### src/rtl/ray_hit_accumulator_pkg.sv
// Shared types for the ray hit accumulator: fixed-point distance, hit record, FSM states.
package ray_hit_accumulator_pkg;

  localparam int FIXED_W    = 32;
  localparam int FIXED_FRAC = 16;
  localparam int PI_W       = 16;
  localparam int COLOR_W    = 24;

  // Signed Q16.16 distance along the ray
  typedef logic signed [FIXED_W-1:0] Fixed;

  localparam Fixed FIXED_INF = {1'b0, {(FIXED_W-1){1'b1}}};

  typedef enum logic [1:0] {
    SURF_DIFFUSE  = 2'd0,
    SURF_SPECULAR = 2'd1,
    SURF_EMISSIVE = 2'd2,
    SURF_GLASS    = 2'd3
  } SurfaceType_t;

  typedef struct packed {
    logic               bHit;
    Fixed               T;
    logic [PI_W-1:0]    PI;
    SurfaceType_t       SurfaceType;
    logic [COLOR_W-1:0] Color;
  } HitData;

  typedef enum logic [1:0] {
    IDLE  = 2'd0,
    ACCUM = 2'd1,
    DONE  = 2'd2
  } AccState_t;

  localparam HitData HIT_NONE = '{
    bHit:        1'b0,
    T:           FIXED_INF,
    PI:          '0,
    SurfaceType: SURF_DIFFUSE,
    Color:       '0
  };

  function automatic Fixed FixedInf();
    return FIXED_INF;
  endfunction

endpackage

### src/rtl/ray_hit_accumulator_hit_select_min.sv
// Combinational closest-hit selector: the incoming hit wins only if it is a real hit and strictly nearer.
module hit_select_min
  import ray_hit_accumulator_pkg::*;
(
  input  HitData i_held,
  input  HitData i_incoming,
  output HitData o_winner
);

  logic w_takeIncoming;

  // Ties keep the held hit so the earliest batch wins
  assign w_takeIncoming = i_incoming.bHit && ($signed(i_held.T) > $signed(i_incoming.T));
  assign o_winner       = w_takeIncoming ? i_incoming : i_held;

endmodule

### src/rtl/ray_hit_accumulator.sv
// Running closest-hit accumulator across batches of one ray, with valid/ready result output.
// Optional saturating statistics counters enabled by defining RAY_HIT_ACC_STATS_EN.
module ray_hit_accumulator
  import ray_hit_accumulator_pkg::*;
#(
  parameter int RAY_ID_W = 6,
  parameter int STAT_W   = 16
) (
  input  logic                clk,
  input  logic                reset,
  input  logic                in_valid,
  output logic                in_ready,
  input  HitData              in_hit,
  input  logic                in_first,
  input  logic                in_last,
  input  logic [RAY_ID_W-1:0] in_ray_id,
  output Fixed                cur_max_t,
  output logic                out_valid,
  input  logic                out_ready,
  output HitData              out_hit,
  output logic [RAY_ID_W-1:0] out_ray_id,
  output logic [STAT_W-1:0]   stat_batches,
  output logic [STAT_W-1:0]   stat_rays,
  output logic [STAT_W-1:0]   stat_proto_err
);

  AccState_t           r_state;
  AccState_t           w_nextState;
  HitData              r_best;
  HitData              w_winner;
  logic [RAY_ID_W-1:0] r_rayId;
  logic                w_accept;
  logic                w_loadFirst;
  logic                w_merge;
  logic                w_clear;

  assign in_ready   = (r_state != DONE);
  assign w_accept   = in_valid && in_ready;
  assign out_valid  = (r_state == DONE);
  assign out_hit    = r_best;
  assign out_ray_id = r_rayId;
  assign cur_max_t  = r_best.T;

  hit_select_min u_hitSelectMin (
    .i_held     (r_best),
    .i_incoming (in_hit),
    .o_winner   (w_winner)
  );

  always_comb begin
    w_nextState = r_state;
    w_loadFirst = 1'b0;
    w_merge     = 1'b0;
    w_clear     = 1'b0;
    case (r_state)
      IDLE: begin
        if (w_accept && in_first) begin
          w_loadFirst = 1'b1;
          w_nextState = in_last ? DONE : ACCUM;
        end
      end
      ACCUM: begin
        // A first beat here abandons the previous ray and restarts accumulation
        if (w_accept) begin
          if (in_first) begin
            w_loadFirst = 1'b1;
          end else begin
            w_merge = 1'b1;
          end
          if (in_last) begin
            w_nextState = DONE;
          end
        end
      end
      DONE: begin
        if (out_ready) begin
          w_clear     = 1'b1;
          w_nextState = IDLE;
        end
      end
      default: begin
        w_nextState = IDLE;
      end
    endcase
  end

  always_ff @(posedge clk or posedge reset) begin
    if (reset) begin
      r_state <= IDLE;
      r_best  <= HIT_NONE;
      r_rayId <= '0;
    end else begin
      r_state <= w_nextState;
      if (w_loadFirst) begin
        r_best  <= in_hit.bHit ? in_hit : HIT_NONE;
        r_rayId <= in_ray_id;
      end else if (w_merge) begin
        r_best <= w_winner;
      end else if (w_clear) begin
        r_best <= HIT_NONE;
      end
    end
  end

`ifdef RAY_HIT_ACC_STATS_EN
  logic              w_protoErr;
  logic              w_rayDone;
  logic [STAT_W-1:0] r_statBatches;
  logic [STAT_W-1:0] r_statRays;
  logic [STAT_W-1:0] r_statProtoErr;

  assign w_protoErr = w_accept && (((r_state == IDLE) && !in_first) ||
                                   ((r_state == ACCUM) && in_first));
  assign w_rayDone  = (r_state == DONE) && out_ready;

  // Counters hold at all-ones instead of wrapping
  always_ff @(posedge clk or posedge reset) begin
    if (reset) begin
      r_statBatches  <= '0;
      r_statRays     <= '0;
      r_statProtoErr <= '0;
    end else begin
      if (w_accept && (r_statBatches != '1)) begin
        r_statBatches <= r_statBatches + 1'b1;
      end
      if (w_rayDone && (r_statRays != '1)) begin
        r_statRays <= r_statRays + 1'b1;
      end
      if (w_protoErr && (r_statProtoErr != '1)) begin
        r_statProtoErr <= r_statProtoErr + 1'b1;
      end
    end
  end

  assign stat_batches   = r_statBatches;
  assign stat_rays      = r_statRays;
  assign stat_proto_err = r_statProtoErr;
`else
  assign stat_batches   = '0;
  assign stat_rays      = '0;
  assign stat_proto_err = '0;
`endif

endmodule

### config.mk
export PLATFORM = sky130hd
export DESIGN_NAME = ray_hit_accumulator
export DESIGN_NICKNAME = d
export VERILOG_FILES = /design/src/rtl/ray_hit_accumulator_pkg.sv /design/src/rtl/ray_hit_accumulator_hit_select_min.sv /design/src/rtl/ray_hit_accumulator.sv
export SDC_FILE = /design/constraint.sdc
export NUM_CORES = 1
export LEC_CHECK = 0
export CORE_UTILIZATION = 30
export DETAILED_ROUTE_END_ITERATION = 7
export GPL_TIMING_DRIVEN = 1
export SLEW_MARGIN = 20
export SYNTH_ARGS = -nofsm -noshare
export SYNTH_HDL_FRONTEND = slang
export SYNTH_SLANG_ARGS = --single-unit
### constraint.sdc
create_clock -name clk -period 6.3 [get_ports clk]
set_input_delay 1.26 -clock clk [delete_from_list [all_inputs] [get_ports clk]]
set_output_delay 1.26 -clock clk [all_outputs]
set_load 0.02 [all_outputs]
==> summary.txt <==
======================================================================================
Antenna violations before repair                                                     0
Count of mapped cells out of synthesis                                             397
# hold bufs at CTS                                                                   0
Worst stage delay on the critical path                                         0.72 ns
Switch Pwr                                                                      750 uW
Number of max-cap violations                                                         0
Hold Crit Class                                                                reg2reg
Final Hold Violating Endpoints                                                       0
Cell type group with the largest total delay on the critical path         compound AO/OA/AOI/OAI gates
Die Footprint                                                                15500 um2
Proportion of power drawn by the clock network                                   0.259
Result of the run                                                         finished, final reports clean
Final non-filler cell area                                                    6590 um2
Share of cells above drive strength 1                                            0.112
Number of distinct standard cells referenced by the synthesized netlist             36
Clk buf depth                                                                        2
First-pass GRT wire length                                                    18300 um
Max Freq                                                                       221 MHz
Routability Congestion                                                           0.719
Number of inserted filler cells in the final layout                               1361
CTS clock-pin slew for the worst setup and hold paths                          0.06 ns
Port buffer count                                                                  201
Share of total power consumed by net switching                                   0.340
Proportion of power drawn by combinational gates                                 0.399
Seq/Total Area, Yosys                                                            0.469
Total clock buffers created by CTS                                                   9
Area share of the largest cell type after synthesis                              0.288
Pin count of the biggest net entering global routing                                84
Synthesis Warnings                                                                   0
Vias in the first global route                                                    3561
Total congestion overflow                                                            0
Global routing usage summed across all routing layers                            0.151
Power per cell area                                                         334 nW/um2
Worst slew pin tran                                                           0.929 ns
Top_reg_cell synth                                                        sky130_fd_sc_hd__dfrtp_1
#FFs+latches synth                                                                  83
Starting DRC count in detailed routing                                             143
Total setup violations reported at the end of the flow                               0
Count of buffering cells on the critical path with inverters included                3
Final cell count without fillers                                                   753
Setup repair after global routing missed its margin                              false
DPL Wire Length                                                                8480 um
Cell type with the highest aggregate area in the netlist                  sky130_fd_sc_hd__dfrtp_1
Type of destination of the critical path                                     flip-flop
TritonCTS clock tree                                                              done
Clock H-tree levels                                                                  3
Total placed cells including tap cells                                             737
Standard-cell row count                                                             44
Initial Utilization                                                              0.309
Synth Area per Inst                                                           11.4 um2
Core box area                                                                14600 um2
Sequential share of power                                                        0.341
Worst max-slew margin expressed relative to the limit                            0.379
Area after detailed placement                                                 6270 um2
Post-CTS Resized                                                                     0
Setup Crit Path Kind                                                            in2reg
Post-synth ARST share                                                             1.00
Number of buffers inserted to repair setup after CTS                                 0
Worst reg-to-reg setup slack                                                   2.73 ns
Clk root buf                                                              sky130_fd_sc_hd__clkbuf_16
Cell-by-cell trace of the critical path                                   clkdlybuf4s50_1 > inv_1 > ha_1 > nand4_4 > nor3_1 > a211oi_1 > o211ai_1 > a311o_1 > nor2_4 > buf_4 > a22o_1
Vias post-DR                                                                      3467
Final period util                                                                0.717
Arrival time at the worst endpoint                                             4.80 ns
DR DRC count                                                                         0
Worst-case vdd ir drop                                                      0.000183 V
Top cells by area, synth                                                  sky130_fd_sc_hd__dfrtp_1, sky130_fd_sc_hd__dfstp_2, sky130_fd_sc_hd__buf_4
Relative area change from synthesis to final layout                              46.0%
Required time of the worst setup path                                          6.58 ns
Leakage dissipation                                                         0.00296 uW
Total detailed-routing wirelength                                             11500 um
Type of origin of the critical path                                       primary input
# clock sinks                                                                       83
Largest driver fanout on the critical path                                          38
Count of nets after finishing                                                      683
Die height                                                                      125 um
Worst path slowest cell                                                   sky130_fd_sc_hd__nor2_4
Antenna Diode Count                                                                  0
Final design utilization                                                         0.452
Synthesized area                                                              4510 um2
Power Internal                                                                 1450 uW
Clock tree skew after final layout                                          0.00589 ns
Top-level I/O count                                                                250
Antenna Nets Post-Route                                                              0
Final-layout setup total negative slack                                           0 ns
Via density                                                                       4.60
Number of enable-type register cells in the synthesized netlist                      0
Clock network latency to the later pin of the worst-skew pair                  0.35 ns
Length of the first detailed-routing pass in iterations                              4
Width of the die                                                                125 um
Post-route minimum period                                                      4.52 ns
Number of max-slew violations in the final report                                    0
Routed wire length per instance                                                15.3 um
======================================================================================
-- layout by cell type, fill, tap and decap left out, drive strengths merged, types with 2 or more instances in the layout --
master,count
o21ai,3
clkdlybuf4s50,201
nor2b,3
clkinv,2
conb,48
a21oi,16
dfstp,31
ha,32
a2bb2oi,30
a211oi,4
nor4,2
clkbuf,10
bufinv,2
dfrtp,52
inv,35
o211ai,4
buf,4
clkinvlp,2
mux2,7
a22o,43
nand3,3
nor2,5
nor3,3
nand2,9
nand4,8
-- kinds of logic after synthesis --
family | Yosys count | share of synthesized area
buf+inv | 131 | 0.186
compound gates | 107 | 0.191
flops | 83 | 0.469
simple gates | 36 | 0.0471
fa+ha+maj | 32 | 0.0887
mux | 7 | 0.0175
other cells | 1 | 0.000831
-- flip-flops by register name, indices dropped and copies added, names as in the netlist --
signal,count
r_state,2
out_hit,43
cur_max_t,32
out_ray_id,6
-- per-stage QoR --
| step | power, uW | hold WS, ns | setup WS (ns) |
|---|---|---|---|
| CTS | 2240 | 0.499 | 1.77 |
| global placement | 1630 | 0.463 | 1.54 |
| finish | 2200 | 0.497 | 1.78 |
| detailed placement | 1650 | 0.472 | 1.40 |
| floorplan | 1310 | 0.450 | 2.91 |
| global route | 2320 | 0.526 | 1.54 |
-- final timing paths --
| path | from | to | cells after the start |
|---|---|---|---|
| setup / recovery | in_hit[73] | out_hit[10] | 11 |
| hold / removal | out_hit[74] | out_hit[74] | 1 |
| setup reg to reg | cur_max_t[26] | out_hit[10] | 9 |
| hold reg to reg | out_hit[74] | out_hit[74] | 1 |
| max in group asynchronous | reset | out_hit[21] | 3 |
| min in group asynchronous | reset | out_hit[35] | 3 |
-- per-layer routing --
| layer | global-route usage | routed length (um) |
|---|---|---|
| met1 | 0.188 | 4870 |
| met2 | 0.243 | 5690 |
| met3 | 0.0528 | 786 |
| met4 | 0.0482 | 154 |
| met5 | 0 | 0 |
-- final cells by class --
cell class / instances / area [um2] / share of cell area
multi-input combinational: 230 / 1750 / 0.265
clock buffer: 10 / 229 / 0.0347
inverter: 35 / 133 / 0.0201
clock inverter: 6 / 88.8 / 0.0135
sequential: 83 / 2120 / 0.321
timing repair buffer: 205 / 2050 / 0.310
tap: 184 / 230 / 0.0349
-- power by group through the flow --
stage / Sequential (uW) / Combinational (uW) / Clock [uW]
after floorplan: 872 / 440 / 0
after CTS: 755 / 889 / 594
final: 753 / 880 / 571
after global placement: 759 / 875 / 0
after global routing: 770 / 937 / 616
after detailed placement: 761 / 886 / 0
-- synth_stat cells (all sizes together) (4+ instances only) --
cell	instances
a2bb2oi	30
mux2	7
dfstp	31
dfrtp	52
clkbuf	4
nand2	9
nor2	5
a21oi	16
ha	32
a211oi	4
nand4	8
o211ai	4
buf	92
inv	35
a22o	43
(Power assumes the default switching activity.)
